File: src/rtl/uart_cmd_pkg.sv
// Shared definitions for the serial command protocol: opcodes, response codes and
// the responder state encoding.
package uart_cmd_pkg;

  localparam logic [7:0] CMD_READ  = 8'h52;
  localparam logic [7:0] CMD_WRITE = 8'h57;
  localparam logic [7:0] RSP_ACK   = 8'h06;
  localparam logic [7:0] RSP_NAK   = 8'h15;

  typedef enum logic [2:0] {
    StIdle,
    StAddrHi,
    StAddrLo,
    StData,
    StBus,
    StResp,
    StRespHold
  } state_e;

endpackage

File: src/rtl/uart_cmd_timeout.sv
// Saturating inter-byte idle counter; expired is high once TIMEOUT_CYCLES idle
// cycles have been counted since the last clear.
module uart_cmd_timeout #(
  parameter int unsigned TIMEOUT_CYCLES = 65535
) (
  input  logic clk,
  input  logic rst,
  input  logic clr,
  input  logic en,
  output logic expired
);

  localparam int unsigned CntW = $clog2(TIMEOUT_CYCLES + 1);
  localparam logic [CntW-1:0] Limit = CntW'(TIMEOUT_CYCLES);

  logic [CntW-1:0] cnt_q, cnt_d;

  always_comb begin
    cnt_d = cnt_q;
    if (clr) begin
      cnt_d = '0;
    end else if (en && (cnt_q != Limit)) begin
      cnt_d = cnt_q + 1'b1;
    end
  end

  always_ff @(posedge clk or posedge rst) begin
    if (rst) begin
      cnt_q <= '0;
    end else begin
      cnt_q <= cnt_d;
    end
  end

  assign expired = (cnt_q == Limit);

endmodule

File: src/rtl/uart_cmd_responder.sv
// Parses W/R command packets from the UART receiver, runs one local bus transaction
// per packet and returns a single response byte through the UART transmitter.
module uart_cmd_responder
  import uart_cmd_pkg::*;
#(
  parameter int unsigned ADDR_WIDTH     = 16,
  parameter int unsigned TIMEOUT_CYCLES = 65535
) (
  input  logic                  clk,
  input  logic                  rst,
  input  logic                  received,
  input  logic [7:0]            rx_byte,
  input  logic                  recv_error,
  input  logic                  is_transmitting,
  output logic                  transmit,
  output logic [7:0]            tx_byte,
  output logic [ADDR_WIDTH-1:0] mem_addr,
  output logic [7:0]            mem_wdata,
  output logic                  mem_we,
  output logic                  mem_re,
  input  logic [7:0]            mem_rdata,
  input  logic                  mem_ready,
  output logic                  busy,
  output logic                  cmd_err
);

  state_e                state_q, state_d;
  logic                  is_write_q, is_write_d;
  logic [7:0]            addr_hi_q, addr_hi_d;
  logic [7:0]            tx_byte_d, mem_wdata_d;
  logic [ADDR_WIDTH-1:0] mem_addr_d;
  logic                  transmit_d, mem_we_d, mem_re_d, busy_d, cmd_err_d;
  logic                  counting, expired, valid_op, abort;

  assign counting = (state_q == StAddrHi) || (state_q == StAddrLo) || (state_q == StData);
  assign valid_op = (rx_byte == CMD_READ) || (rx_byte == CMD_WRITE);
  // A byte arriving on the expiry cycle still counts; a framing error always wins.
  assign abort    = counting && (recv_error || (!received && expired));

  uart_cmd_timeout #(
    .TIMEOUT_CYCLES(TIMEOUT_CYCLES)
  ) u_timeout (
    .clk    (clk),
    .rst    (rst),
    .clr    (received | ~counting),
    .en     (counting),
    .expired(expired)
  );

  always_ff @(posedge clk or posedge rst) begin
    if (rst) begin
      state_q <= StIdle;
    end else begin
      state_q <= state_d;
    end
  end

  always_comb begin
    state_d = state_q;
    unique case (state_q)
      StIdle: begin
        if (received && !recv_error) state_d = valid_op ? StAddrHi : StResp;
      end
      StAddrHi: begin
        if (abort)         state_d = StIdle;
        else if (received) state_d = StAddrLo;
      end
      StAddrLo: begin
        if (abort)         state_d = StIdle;
        else if (received) state_d = is_write_q ? StData : StBus;
      end
      StData: begin
        if (abort)         state_d = StIdle;
        else if (received) state_d = StBus;
      end
      StBus:      if (mem_ready) state_d = StResp;
      StResp:     if (!is_transmitting) state_d = StRespHold;
      StRespHold: state_d = StIdle;
      default:    state_d = StIdle;
    endcase
  end

  always_comb begin
    is_write_d  = is_write_q;
    addr_hi_d   = addr_hi_q;
    tx_byte_d   = tx_byte;
    mem_addr_d  = mem_addr;
    mem_wdata_d = mem_wdata;
    transmit_d  = 1'b0;
    cmd_err_d   = 1'b0;
    unique case (state_q)
      StIdle: begin
        if (recv_error) begin
          cmd_err_d = 1'b1;
        end else if (received) begin
          is_write_d = (rx_byte == CMD_WRITE);
          if (!valid_op) begin
            tx_byte_d = RSP_NAK;
            cmd_err_d = 1'b1;
          end
        end
      end
      StAddrHi, StAddrLo, StData: begin
        if (abort) begin
          cmd_err_d = 1'b1;
        end else if (received) begin
          if (state_q == StAddrHi)      addr_hi_d   = rx_byte;
          else if (state_q == StAddrLo) mem_addr_d  = ADDR_WIDTH'({addr_hi_q, rx_byte});
          else                          mem_wdata_d = rx_byte;
        end
      end
      StBus:   if (mem_ready) tx_byte_d = is_write_q ? RSP_ACK : mem_rdata;
      StResp:  transmit_d = !is_transmitting;
      default: ;
    endcase
    mem_we_d = (state_d == StBus) && is_write_d;
    mem_re_d = (state_d == StBus) && !is_write_d;
    busy_d   = (state_d != StIdle);
  end

  always_ff @(posedge clk or posedge rst) begin
    if (rst) begin
      is_write_q <= 1'b0;
      addr_hi_q  <= 8'h00;
      transmit   <= 1'b0;
      tx_byte    <= 8'h00;
      mem_addr   <= '0;
      mem_wdata  <= 8'h00;
      mem_we     <= 1'b0;
      mem_re     <= 1'b0;
      busy       <= 1'b0;
      cmd_err    <= 1'b0;
    end else begin
      is_write_q <= is_write_d;
      addr_hi_q  <= addr_hi_d;
      transmit   <= transmit_d;
      tx_byte    <= tx_byte_d;
      mem_addr   <= mem_addr_d;
      mem_wdata  <= mem_wdata_d;
      mem_we     <= mem_we_d;
      mem_re     <= mem_re_d;
      busy       <= busy_d;
      cmd_err    <= cmd_err_d;
    end
  end

endmodule

File: config.mk
export PLATFORM = sky130hd
export DESIGN_NAME = uart_cmd_responder
export DESIGN_NICKNAME = d
export VERILOG_FILES = /design/src/rtl/uart_cmd_pkg.sv /design/src/rtl/uart_cmd_timeout.sv /design/src/rtl/uart_cmd_responder.sv
export SDC_FILE = /design/constraint.sdc
export NUM_CORES = 1
export LEC_CHECK = 0
export BUFFER_PORTS_ARGS = -buffer_cell sky130_fd_sc_hd__clkbuf_2
export CAP_MARGIN = 0
export CORE_AREA = 5 5 85 87
export DETAILED_ROUTE_END_ITERATION = 12
export DIE_AREA = 0 0 90 92
export PLACE_DENSITY = 0.72
export SLEW_MARGIN = 0
export SYNTH_ARGS = -nofsm -noshare
export SYNTH_HDL_FRONTEND = slang
export SYNTH_HIERARCHICAL = 1
export SYNTH_SLANG_ARGS = --single-unit
File: constraint.sdc
create_clock -name clk -period 2.3 [get_ports clk]
set_clock_uncertainty 0.15 [all_clocks]
set_input_delay 0.46 -clock clk [delete_from_list [all_inputs] [get_ports clk]]
set_output_delay 0.46 -clock clk [all_outputs]
set_load 0.01 [all_outputs]
==> results of run 1 <==
## power by group through the flow
stage | logic [mW] | clock network (mW) | registers [mW]
after floorplan | 0.761 | 0 | 1.80
after global placement | 1.32 | 0 | 1.72
after detailed placement | 1.35 | 0 | 1.73
after CTS | 1.35 | 1.23 | 1.72
after global routing | 1.48 | 1.28 | 1.77
final | 1.32 | 1.20 | 1.71
## worst max-delay path, stage by stage, from the launching register on
cell and delay, ns:
dfrtp_1 0.50, or3b_1 0.47, nor3_4 0.24, mux2i_1 0.36
and3b_1 0.22
## placed cells by master (no fill, tap or decap), types with 10 or more instances in the layout
cell type	count
nand2_1	12
nor2_1	20
clkbuf_2	58
mux2_1	10
clkbuf_8	10
inv_1	12
dfrtp_1	65
a21oi_1	12
mux2_2	28
nor2b_1	11
## routing by layer
layer	track usage, %	up-vias
met5	0	-
met4	7.072	0
met3	3.764	8
met2	23.48	51
met1	22.72	1083
li1	-	1091
## sequential cells by signal (all words and copies together), names as in the netlist, 3 cells and up
register,flops
mem_addr,16
u_timeout/cnt_q,16
addr_hi_q,8
mem_wdata,8
tx_byte,8
state_q,3
## cell type report
| type | count | area, µm² |
|---|---|---|
| timing repair buffer | 68 | 377.9 |
| tap | 77 | 96.34 |
| fill | 524 | 2486 |
| sequential | 65 | 1627 |
| clock buffer | 10 | 137.6 |
| multi-input combinational | 178 | 1389 |
| clock inverter | 6 | 115.1 |
| inverter | 13 | 48.80 |
## how the worst max path moves through the flow
stage                         startpoint                               to  slack (ns)  cells past startpoint
finish              state_q[2]$_DFF_PP0_                 mem_we$_DFF_PP0_        0.28                      4
global route        state_q[2]$_DFF_PP0_  u_timeout/cnt_q[13]$_DFFE_PP0P_        0.08                      5
CTS                 state_q[2]$_DFF_PP0_                 mem_we$_DFF_PP0_        0.28                      4
detailed placement              received                 mem_we$_DFF_PP0_        0.20                      5
global placement                received         mem_wdata[0]$_DFFE_PP0P_        0.28                      4
floorplan           state_q[0]$_DFF_PP0_  u_timeout/cnt_q[13]$_DFFE_PP0P_     0.00003                      7
## per-stage QoR
step	cell area, µm²	total power, mW
6_report	3791	4.237
2_1_floorplan	3112	2.562
4_1_cts	3791	4.296
3_5_place_dp	3538	3.076
3_3_place_gp	3538	3.039
5_1_grt	3791	4.523
## cells by family (layout without fill, tap and decap cells)
logic type,count (synthesis),after routing,share of synthesized area [%]
AO/OA/AOI/OAI,34,34,7.318
buffers and inverters,21,97,3.096
flip-flops,65,65,52.27
multiplexers,48,48,17.29
XOR/XNOR,1,1,0.2815
adder cells (fa/ha/maj),1,1,0.4020
AND/OR/NAND/NOR,94,94,19.34
==> flow_metrics.env, run 1 <==
export IMPL_ctsResizeCount=0
export IMPL_final_period_utilization_pct=87.88
export IMPL_power_density_mw_per_mm2=1118
export IMPL_synth_cell_types=50
export IMPL_synth_largest_area_cell="dfrtp_1"
export IMPL_post_cts_buffers=0
export IMPL_synth_top_area_share_pct=52.27
export IMPL_grt_util_all_layers_pct=16.03
export IMPL_period_needed_ns=2.021
export IMPL_post_drt_wl_per_cell_um=14.99
export IMPL_setup_tns_ns=0
export IMPL_drtIter0Drc=93
export IMPL_core_area_mm2=0.006277
export IMPL_synth_edf_count=0
export IMPL_cts_sinks=65
export IMPL_insertion_delay_ns=0.33
export IMPL_root_buffer="clkbuf_8"
export IMPL_synthTopCellsByArea="dfrtp_1 (52%), mux2_2 (10%), mux2_1 (3.6%)"
export IMPL_finalWirelength_um=6252
export IMPL_timing_fmax_mhz=494.7
export IMPL_start_util_pct=49.57
export IMPL_die_x_um=90
export IMPL_status="finished clean"
export IMPL_post_route_drc_count=0
export IMPL_grt_pass1_wl_um=10920
export IMPL_r2r_slack_ns=0.28
export IMPL_wl_met1_um=2949
export IMPL_die_height_um=92
export IMPL_cts_tree="built"
export IMPL_p_clk_share_pct=28.3
export IMPL_leakage_nw=1.845
export IMPL_dr_pass1_iters=4
export IMPL_worst_path_max_fanout=13
export IMPL_ant_nets=0
export IMPL_async_flop_share_pct=100.0
export IMPL_end_kind="flop"
export IMPL_synth_most_common_cell="dfrtp_1"
export IMPL_internal_power_mw=2.912
export IMPL_syn_nets=287
export IMPL_met2_length_um=2908
export IMPL_routed_top_layer="met4"
export IMPL_worst_slew_pin_slew_ns=0.7496
export IMPL_cts_buffer_depth=2
export IMPL_finalCoreUtilization_pct=60.39
export IMPL_cts_htree_levels=3
export IMPL_cts_clk_slew_worst_paths_ns=0.07
export IMPL_r2r_start="state_q[2]$_DFF_PP0_"
export IMPL_maxCapViolations=0
export IMPL_num_io_pins=59
export IMPL_wl_met3_um=299
export IMPL_via_count=2233
export IMPL_dieArea_mm2=0.008280
export IMPL_power_switching_mw=1.326
export IMPL_peakVddDrop_mv=0.7378
export IMPL_dp_cells=401
export IMPL_grt_max_degree=50
export IMPL_relSlewSlack_pct=50.03
export IMPL_switching_share_pct=31.28
export IMPL_place_ws_ns=0.1995
export IMPL_finalSetupViolCount=0
export IMPL_postCtsHoldBufs=0
export IMPL_yosys_most_used_dff="dfrtp_1"
export IMPL_cts_buffers=9
export IMPL_rsz0062_at_grt="no"
export IMPL_gp_congestion=0.8072
export IMPL_ys_top_cells_by_count="dfrtp_1 (65), mux2_2 (28), nor2_1 (20), inv_1 (13)"
export IMPL_vias_per_cell=5.355
export IMPL_start_kind="flop"
export IMPL_fin_hold_ws_ns=0.05099
export IMPL_seqPwrFrac_pct=40.4
export IMPL_grt_pass1_vias=2237
export IMPL_synth_cells=264
export IMPL_cp_required_ns=2.42
export IMPL_hpwl_um=4519
export IMPL_setup_ws_ns=0.2787
export IMPL_ys_warn_count=6
export IMPL_crit_type="reg -> reg"
export IMPL_syn_area_per_cell_um2=11.79
export IMPL_insertedDiodeCount=0
export IMPL_hold_path_class="in -> async"
export IMPL_port_buffers=58
export IMPL_synth_seq_cells=65
export IMPL_grt_antenna_before_repair=0
export IMPL_reg2reg_to="mem_we$_DFF_PP0_"
export IMPL_finalNetCount=358
export IMPL_drive_above_1_share_pct=37.35
export IMPL_rows=29
export IMPL_seq_area_frac_synth_pct=52.27
export IMPL_area_delta_synth_final_pct=21.83
export IMPL_rr_worst_depth=4
export IMPL_layoutNonFillerInstCount=417
export IMPL_drv_slew=0
export IMPL_crit_arrival_ns=2.14
export IMPL_finalHoldViolCount=0
export IMPL_combPwrFrac_pct=31.3
export IMPL_syn_cell_area_mm2=0.003112
export IMPL_gr_total_overflow=0
No activity file was read; power rests on OpenSTA's default activity.
==> run 2: changes to the inputs <==
--- a/config.mk
+++ b/config.mk
@@ -7,10 +7,10 @@
 export LEC_CHECK = 0
 export BUFFER_PORTS_ARGS = -buffer_cell sky130_fd_sc_hd__clkbuf_2
 export CAP_MARGIN = 0
-export CORE_AREA = 5 5 85 87
+export CORE_AREA = 5 5 95 97
 export DETAILED_ROUTE_END_ITERATION = 12
-export DIE_AREA = 0 0 90 92
-export PLACE_DENSITY = 0.72
+export DIE_AREA = 0 0 100 102
+export PLACE_DENSITY = 0.56
 export SLEW_MARGIN = 0
 export SYNTH_ARGS = -nofsm -noshare
 export SYNTH_HDL_FRONTEND = slang
==> constraint.sdc (replaced) <==
create_clock -name clk -period 2.1 [get_ports clk]
set_clock_uncertainty 0.15 [all_clocks]
set_input_delay 0.42 -clock clk [delete_from_list [all_inputs] [get_ports clk]]
set_output_delay 0.42 -clock clk [all_outputs]
set_load 0.01 [all_outputs]
==> run 2 against run 1 <==
Effect of this change:
- critical path depth unchanged
- non-clock buffer count grew 9
- sequential share of layout area is 1.2 points lower
- power is 8.8% higher
- count of clock-buffer cells in the layout down 1
- core utilization down 12 points
- sequential power up 8%
- first-iteration DRC count down 22%
- wire length is 6.2% higher
- largest cell class unchanged
==> flow_metrics.env, run 2 (same netlist as run 1, synthesis figures left out) <==
export IMPL_power_total_mw=4.608
export IMPL_crit_arrival_ns=2.07
export IMPL_start_util_pct=38.65
export IMPL_power_density_mw_per_mm2=1183
export IMPL_grt_antenna_before_repair=0
export IMPL_grt_max_degree=50
export IMPL_dr_pass1_iters=4
export IMPL_final_common_cell="dfrtp_1"
export IMPL_finalHoldViolCount=0
export IMPL_holdPathEnd="tx_byte[6]$_DFFE_PP0P_"
export IMPL_cts_htree_levels=3
export IMPL_worst_slew_pin_slew_ns=0.6530
export IMPL_post_cts_buffers=0
export IMPL_status="finished clean"
export IMPL_drv_slew=0
export IMPL_finalSetupViolCount=0
export IMPL_rows=33
export IMPL_insertion_delay_ns=0.34
export IMPL_num_io_pins=59
export IMPL_final_cell_mix="dfrtp_1 (65), clkbuf_2 (58), mux2_2 (28), nor2_1 (19), buf_4 (15)"
export IMPL_grt_util_all_layers_pct=14.31
export IMPL_final_period_utilization_pct=91.91
export IMPL_cp_required_ns=2.24
export IMPL_insertedDiodeCount=0
export IMPL_relSlewSlack_pct=56.42
export IMPL_p_clk_share_pct=26.3
export IMPL_cts_sinks=65
export IMPL_root_buffer="clkbuf_8"
export IMPL_finalWirelength_um=6637
export IMPL_r2r_slack_ns=0.17
export IMPL_cts_buffer_depth=2
export IMPL_post_route_drc_count=0
export IMPL_hold_path_class="in -> reg"
export IMPL_drive_above_1_share_pct=38.97
export IMPL_gr_total_overflow=0
export IMPL_grt_pass1_wl_um=11450
export IMPL_combPwrFrac_pct=33.7
export IMPL_r2r_start="state_q[2]$_DFF_PP0_"
export IMPL_core_area_mm2=0.008051
export IMPL_hpwl_um=4841
export IMPL_multi_input_area_mm2=0.001391
export IMPL_reg2reg_to="mem_we$_DFF_PP0_"
export IMPL_peakVddDrop_mv=0.5944
export IMPL_timing_fmax_mhz=518.1
export IMPL_start_kind="flop"
export IMPL_ctsResizeCount=0
export IMPL_cts_tree="built"
export IMPL_reg_largest_list="mem_addr (16), u_timeout/cnt_q (16)"
export IMPL_fillers=787
export IMPL_internal_power_mw=3.091
export IMPL_setup_tns_ns=0
export IMPL_seqPwrFrac_pct=40.0
export IMPL_period_needed_ns=1.930
export IMPL_switching_share_pct=32.93
export IMPL_area_delta_synth_final_pct=25.21
export IMPL_worst_hold_startpoint="mem_rdata[6]"
export IMPL_dieArea_mm2=0.01020
export IMPL_rr_worst_depth=4
export IMPL_postCtsHoldBufs=1
export IMPL_maxCapViolations=0
export IMPL_drtIter0Drc=73
export IMPL_cts_buffers=9
export IMPL_whs_path_depth=3
export IMPL_post_drt_wl_per_cell_um=14.62
export IMPL_end_kind="flop"
export IMPL_regArea_mm2=0.001627
export IMPL_gp_congestion=0.7496
export IMPL_worst_path_max_fanout=7
export IMPL_grt_pass1_vias=2286
export IMPL_ant_nets=0
export IMPL_die_x_um=100
export IMPL_power_switching_mw=1.517
export IMPL_die_height_um=102
export IMPL_via_count=2254
export IMPL_leakage_nw=1.883
export IMPL_vias_per_cell=4.965
export IMPL_port_buffers=58
export IMPL_crit_type="reg -> reg"
export IMPL_cts_clk_slew_worst_paths_ns=0.08
export IMPL_rsz0062_at_grt="no"
export IMPL_finalNetCount=367
run 2: changes by cell type in the layout (fill, tap and decap cells not counted):
cell	previous run	this run
clkbuf_8	10	9
dlygate4sd3_1	0	1
nor2_1	20	19
buf_12	1	3
buf_4	9	15
inv_6	0	2
nor2_2	1	2
clkinvlp_4	1	2
bufinv_16	3	2
clkinv_4	2	1
run 2: cell type report:
cell class | instances | area share [%]
inverter | 13 | 1.252
clock inverter | 7 | 2.601
timing repair buffer | 77 | 12.14
sequential | 65 | 41.75
tap | 105 | 3.372
clock buffer | 9 | 3.179
multi-input combinational | 178 | 35.71
run 2: power by group through the flow:
stage / Clock [mW] / Combinational [mW] / Sequential, mW
global route: 1.31 / 1.73 / 1.90
detailed placement: 0 / 1.58 / 1.87
CTS: 1.25 / 1.58 / 1.85
global placement: 0 / 1.56 / 1.86
floorplan: 0 / 0.843 / 1.97
finish: 1.21 / 1.55 / 1.84
run 2: worst max-delay path, cell delays in order, from the launching register on:
cell	delay (ns)
dfrtp_1	0.46
or3b_1	0.46
nor3_4	0.26
mux2i_1	0.35
and3b_1	0.20
run 2: how the worst max path moves through the flow:
stage,cells past startpoint,slack (ns),endpoint,startpoint
detailed placement,5,0.11,mem_we$_DFF_PP0_,recv_error
finish,4,0.17,mem_we$_DFF_PP0_,state_q[2]$_DFF_PP0_
global placement,5,0.12,mem_we$_DFF_PP0_,recv_error
global route,5,0.06,u_timeout/cnt_q[7]$_DFFE_PP0P_,state_q[2]$_DFF_PP0_
CTS,5,0.16,u_timeout/cnt_q[7]$_DFFE_PP0P_,state_q[2]$_DFF_PP0_
floorplan,7,0.04,u_timeout/cnt_q[13]$_DFFE_PP0P_,state_q[0]$_DFF_PP0_
run 2: per-layer routing:
metal  global-route usage [%]  wire length [µm]
met3                    4.164               355
met2                    21.09              3041
met5                        0                 0
met4                    5.907               100
met1                    19.82              3139
run 2: stage by stage:
step	hold WS [ns]	setup WS (ns)	cell area, µm²	instances	utilization (%)
floorplan	0.1837	0.03554	3115	264	-
global placement	0.3184	0.1238	3661	437	45.47
detailed placement	0.3246	0.1050	3661	437	45.47
CTS	0.1286	0.1551	3896	454	48.39
global route	0.1467	0.05574	3896	454	48.39
finish	0.1469	0.1698	3896	454	48.39
==> run 3: changes to the inputs <==
==> constraint.sdc (replaced) <==
create_clock -name clk -period 1.93 [get_ports clk]
set_clock_uncertainty 0.15 [all_clocks]
set_input_delay 0.386 -clock clk [delete_from_list [all_inputs] [get_ports clk]]
set_output_delay 0.386 -clock clk [all_outputs]
set_load 0.01 [all_outputs]
==> run 3 against run 2 <==
Effect of this change:
- core utilization up 2.7 points
- via count increased by 4.7%
- maximum frequency is 2.9% higher
- combinational power increased by 21%
- count of clock-buffer cells in the layout grew 1
- global-route usage up 0.46 points
- largest cell class unchanged
- highest routed layer unchanged
==> flow_metrics.env, run 3 (same netlist as run 1, synthesis figures left out) <==
export IMPL_gp_congestion=0.7976
export IMPL_dr_pass1_iters=5
export IMPL_critPathLaunch="state_q[2]$_DFF_PP0_"
export IMPL_start_kind="flop"
export IMPL_reg_largest_list="mem_addr (16), u_timeout/cnt_q (16)"
export IMPL_finalSetupViolCount=0
export IMPL_r2r_start="state_q[2]$_DFF_PP0_"
export IMPL_peakVddDrop_mv=0.6903
export IMPL_setup_ws_ns=0.05471
export IMPL_finalNetCount=391
export IMPL_cts_sinks=65
export IMPL_post_route_drc_count=0
export IMPL_power_total_mw=4.935
export IMPL_vias_per_cell=4.937
export IMPL_port_buffers=58
export IMPL_final_cell_mix="dfrtp_1 (65), clkbuf_2 (58), buf_4 (39), mux2_2 (28), nor2_1 (17)"
export IMPL_rows=33
export IMPL_fin_area_mm2=0.004113
export IMPL_finalHoldViolCount=0
export IMPL_cts_htree_levels=3
export IMPL_dieArea_mm2=0.01020
export IMPL_grt_max_degree=50
export IMPL_cp_required_ns=2.02
export IMPL_drv_slew=0
export IMPL_drive_above_1_share_pct=46.38
export IMPL_die_height_um=102
export IMPL_leakage_nw=1.994
export IMPL_finalWirelength_um=6974
export IMPL_ant_nets=0
export IMPL_relSlewSlack_pct=58.81
export IMPL_final_common_cell="dfrtp_1"
export IMPL_grt_pass1_wl_um=11740
export IMPL_start_util_pct=38.65
export IMPL_multi_input_area_mm2=0.001480
export IMPL_whs_path_depth=3
export IMPL_maxCapViolations=0
export IMPL_finalCoreUtilization_pct=51.08
export IMPL_power_density_mw_per_mm2=1200
export IMPL_place_ws_ns=-0.04467
export IMPL_fillers=771
export IMPL_insertion_delay_ns=0.35
export IMPL_rr_worst_depth=6
export IMPL_insertedDiodeCount=0
export IMPL_area_delta_synth_final_pct=32.17
export IMPL_r2r_slack_ns=0.05
export IMPL_cts_buffer_depth=2
export IMPL_status="finished clean"
export IMPL_core_area_mm2=0.008051
export IMPL_die_x_um=100
export IMPL_period_needed_ns=1.875
export IMPL_crit_type="reg -> reg"
export IMPL_drtIter0Drc=63
export IMPL_timing_fmax_mhz=533.3
export IMPL_rsz0062_at_grt="yes"
export IMPL_grt_antenna_before_repair=0
export IMPL_hpwl_um=5037
export IMPL_via_count=2360
export IMPL_end_kind="flop"
export IMPL_post_drt_wl_per_cell_um=14.59
export IMPL_crit_arrival_ns=1.96
export IMPL_reg2reg_to="u_timeout/cnt_q[13]$_DFFE_PP0P_"
export IMPL_fin_hold_ws_ns=0.1080
export IMPL_holdPathEnd="tx_byte[6]$_DFFE_PP0P_"
export IMPL_grt_util_all_layers_pct=14.77
export IMPL_cts_tree="built"
export IMPL_root_buffer="clkbuf_8"
export IMPL_cts_clk_slew_worst_paths_ns=0.07
export IMPL_grt_pass1_vias=2461
export IMPL_dp_cells=456
export IMPL_layoutNonFillerInstCount=478
export IMPL_worst_hold_startpoint="mem_rdata[6]"
export IMPL_cts_buffers=9
export IMPL_final_period_utilization_pct=97.17
export IMPL_setup_tns_ns=0
export IMPL_regArea_mm2=0.001627
export IMPL_gr_total_overflow=0
export IMPL_worst_path_max_fanout=7
export IMPL_worst_slew_pin_slew_ns=0.6171
export IMPL_dpl_cell_area_mm2=0.003821
export IMPL_hold_path_class="in -> reg"
export IMPL_num_io_pins=59
[run 3: cell types whose count changed in the layout (fill, tap and decap cells not counted), moves of 2 or more]
cell	before	now
nor4b_1	2	0
clkinvlp_4	2	4
nor2_4	0	2
nor4b_2	0	2
bufinv_16	2	0
nand2_2	0	2
buf_4	15	39
nor4_1	2	0
nor4_2	0	2
nor2_1	19	17
nand2_1	12	10
inv_6	2	0
nor3_1	6	4
[run 3: per-layer routing]
metal	track usage, %	share of wire (%)	routed length, µm
met4	7.461	1.7	122
met2	24.11	49	3397
met3	3.549	4.2	290
met1	18.40	45	3164
met5	0	0	0
[run 3: layout make-up]
| class | instances | area share (%) |
|---|---|---|
| timing repair buffer | 101 | 15.67 |
| clock inverter | 6 | 1.065 |
| inverter | 13 | 1.186 |
| multi-input combinational | 178 | 35.99 |
| clock buffer | 10 | 3.347 |
| sequential | 65 | 39.55 |
| tap | 105 | 3.194 |
[run 3: how the worst max path moves through the flow]
stage / to / slack, ns / depth (start not counted)
after global routing: cmd_err$_DFF_PP0_ / -0.04 / 8
after global placement: mem_we$_DFF_PP0_ / -0.03 / 5
after detailed placement: mem_we$_DFF_PP0_ / -0.04 / 5
final: u_timeout/cnt_q[13]$_DFFE_PP0P_ / 0.05 / 6
after CTS: u_timeout/cnt_q[10]$_DFFE_PP0P_ / 0.001 / 6
after floorplan: u_timeout/cnt_q[7]$_DFFE_PP0P_ / 0.008 / 6
[run 3: critical path: stages, from the launching register on]
cell	delay, ns
dfrtp_1	0.40
buf_4	0.17
nor2_4	0.12
nand3_4	0.11
nor3_4	0.19
nor4b_2	0.25
mux2_2	0.36
[run 3: what timing repair did]
action | in CTS | in global routing
endpoints found under the setup margin | 1 | 14
gates cloned | 0 | 0
hold endpoints to repair | 65 | 0
resized for setup | 0 | 13
setup buffers | 0 | 7
hold buffers | 1 | 0
pin swaps | 1 | 2
[run 3: power by group]
group | internal (mW) | switching [mW]
Clock | 0.499 | 0.551
Combinational | 0.955 | 0.910
Sequential | 1.79 | 0.228
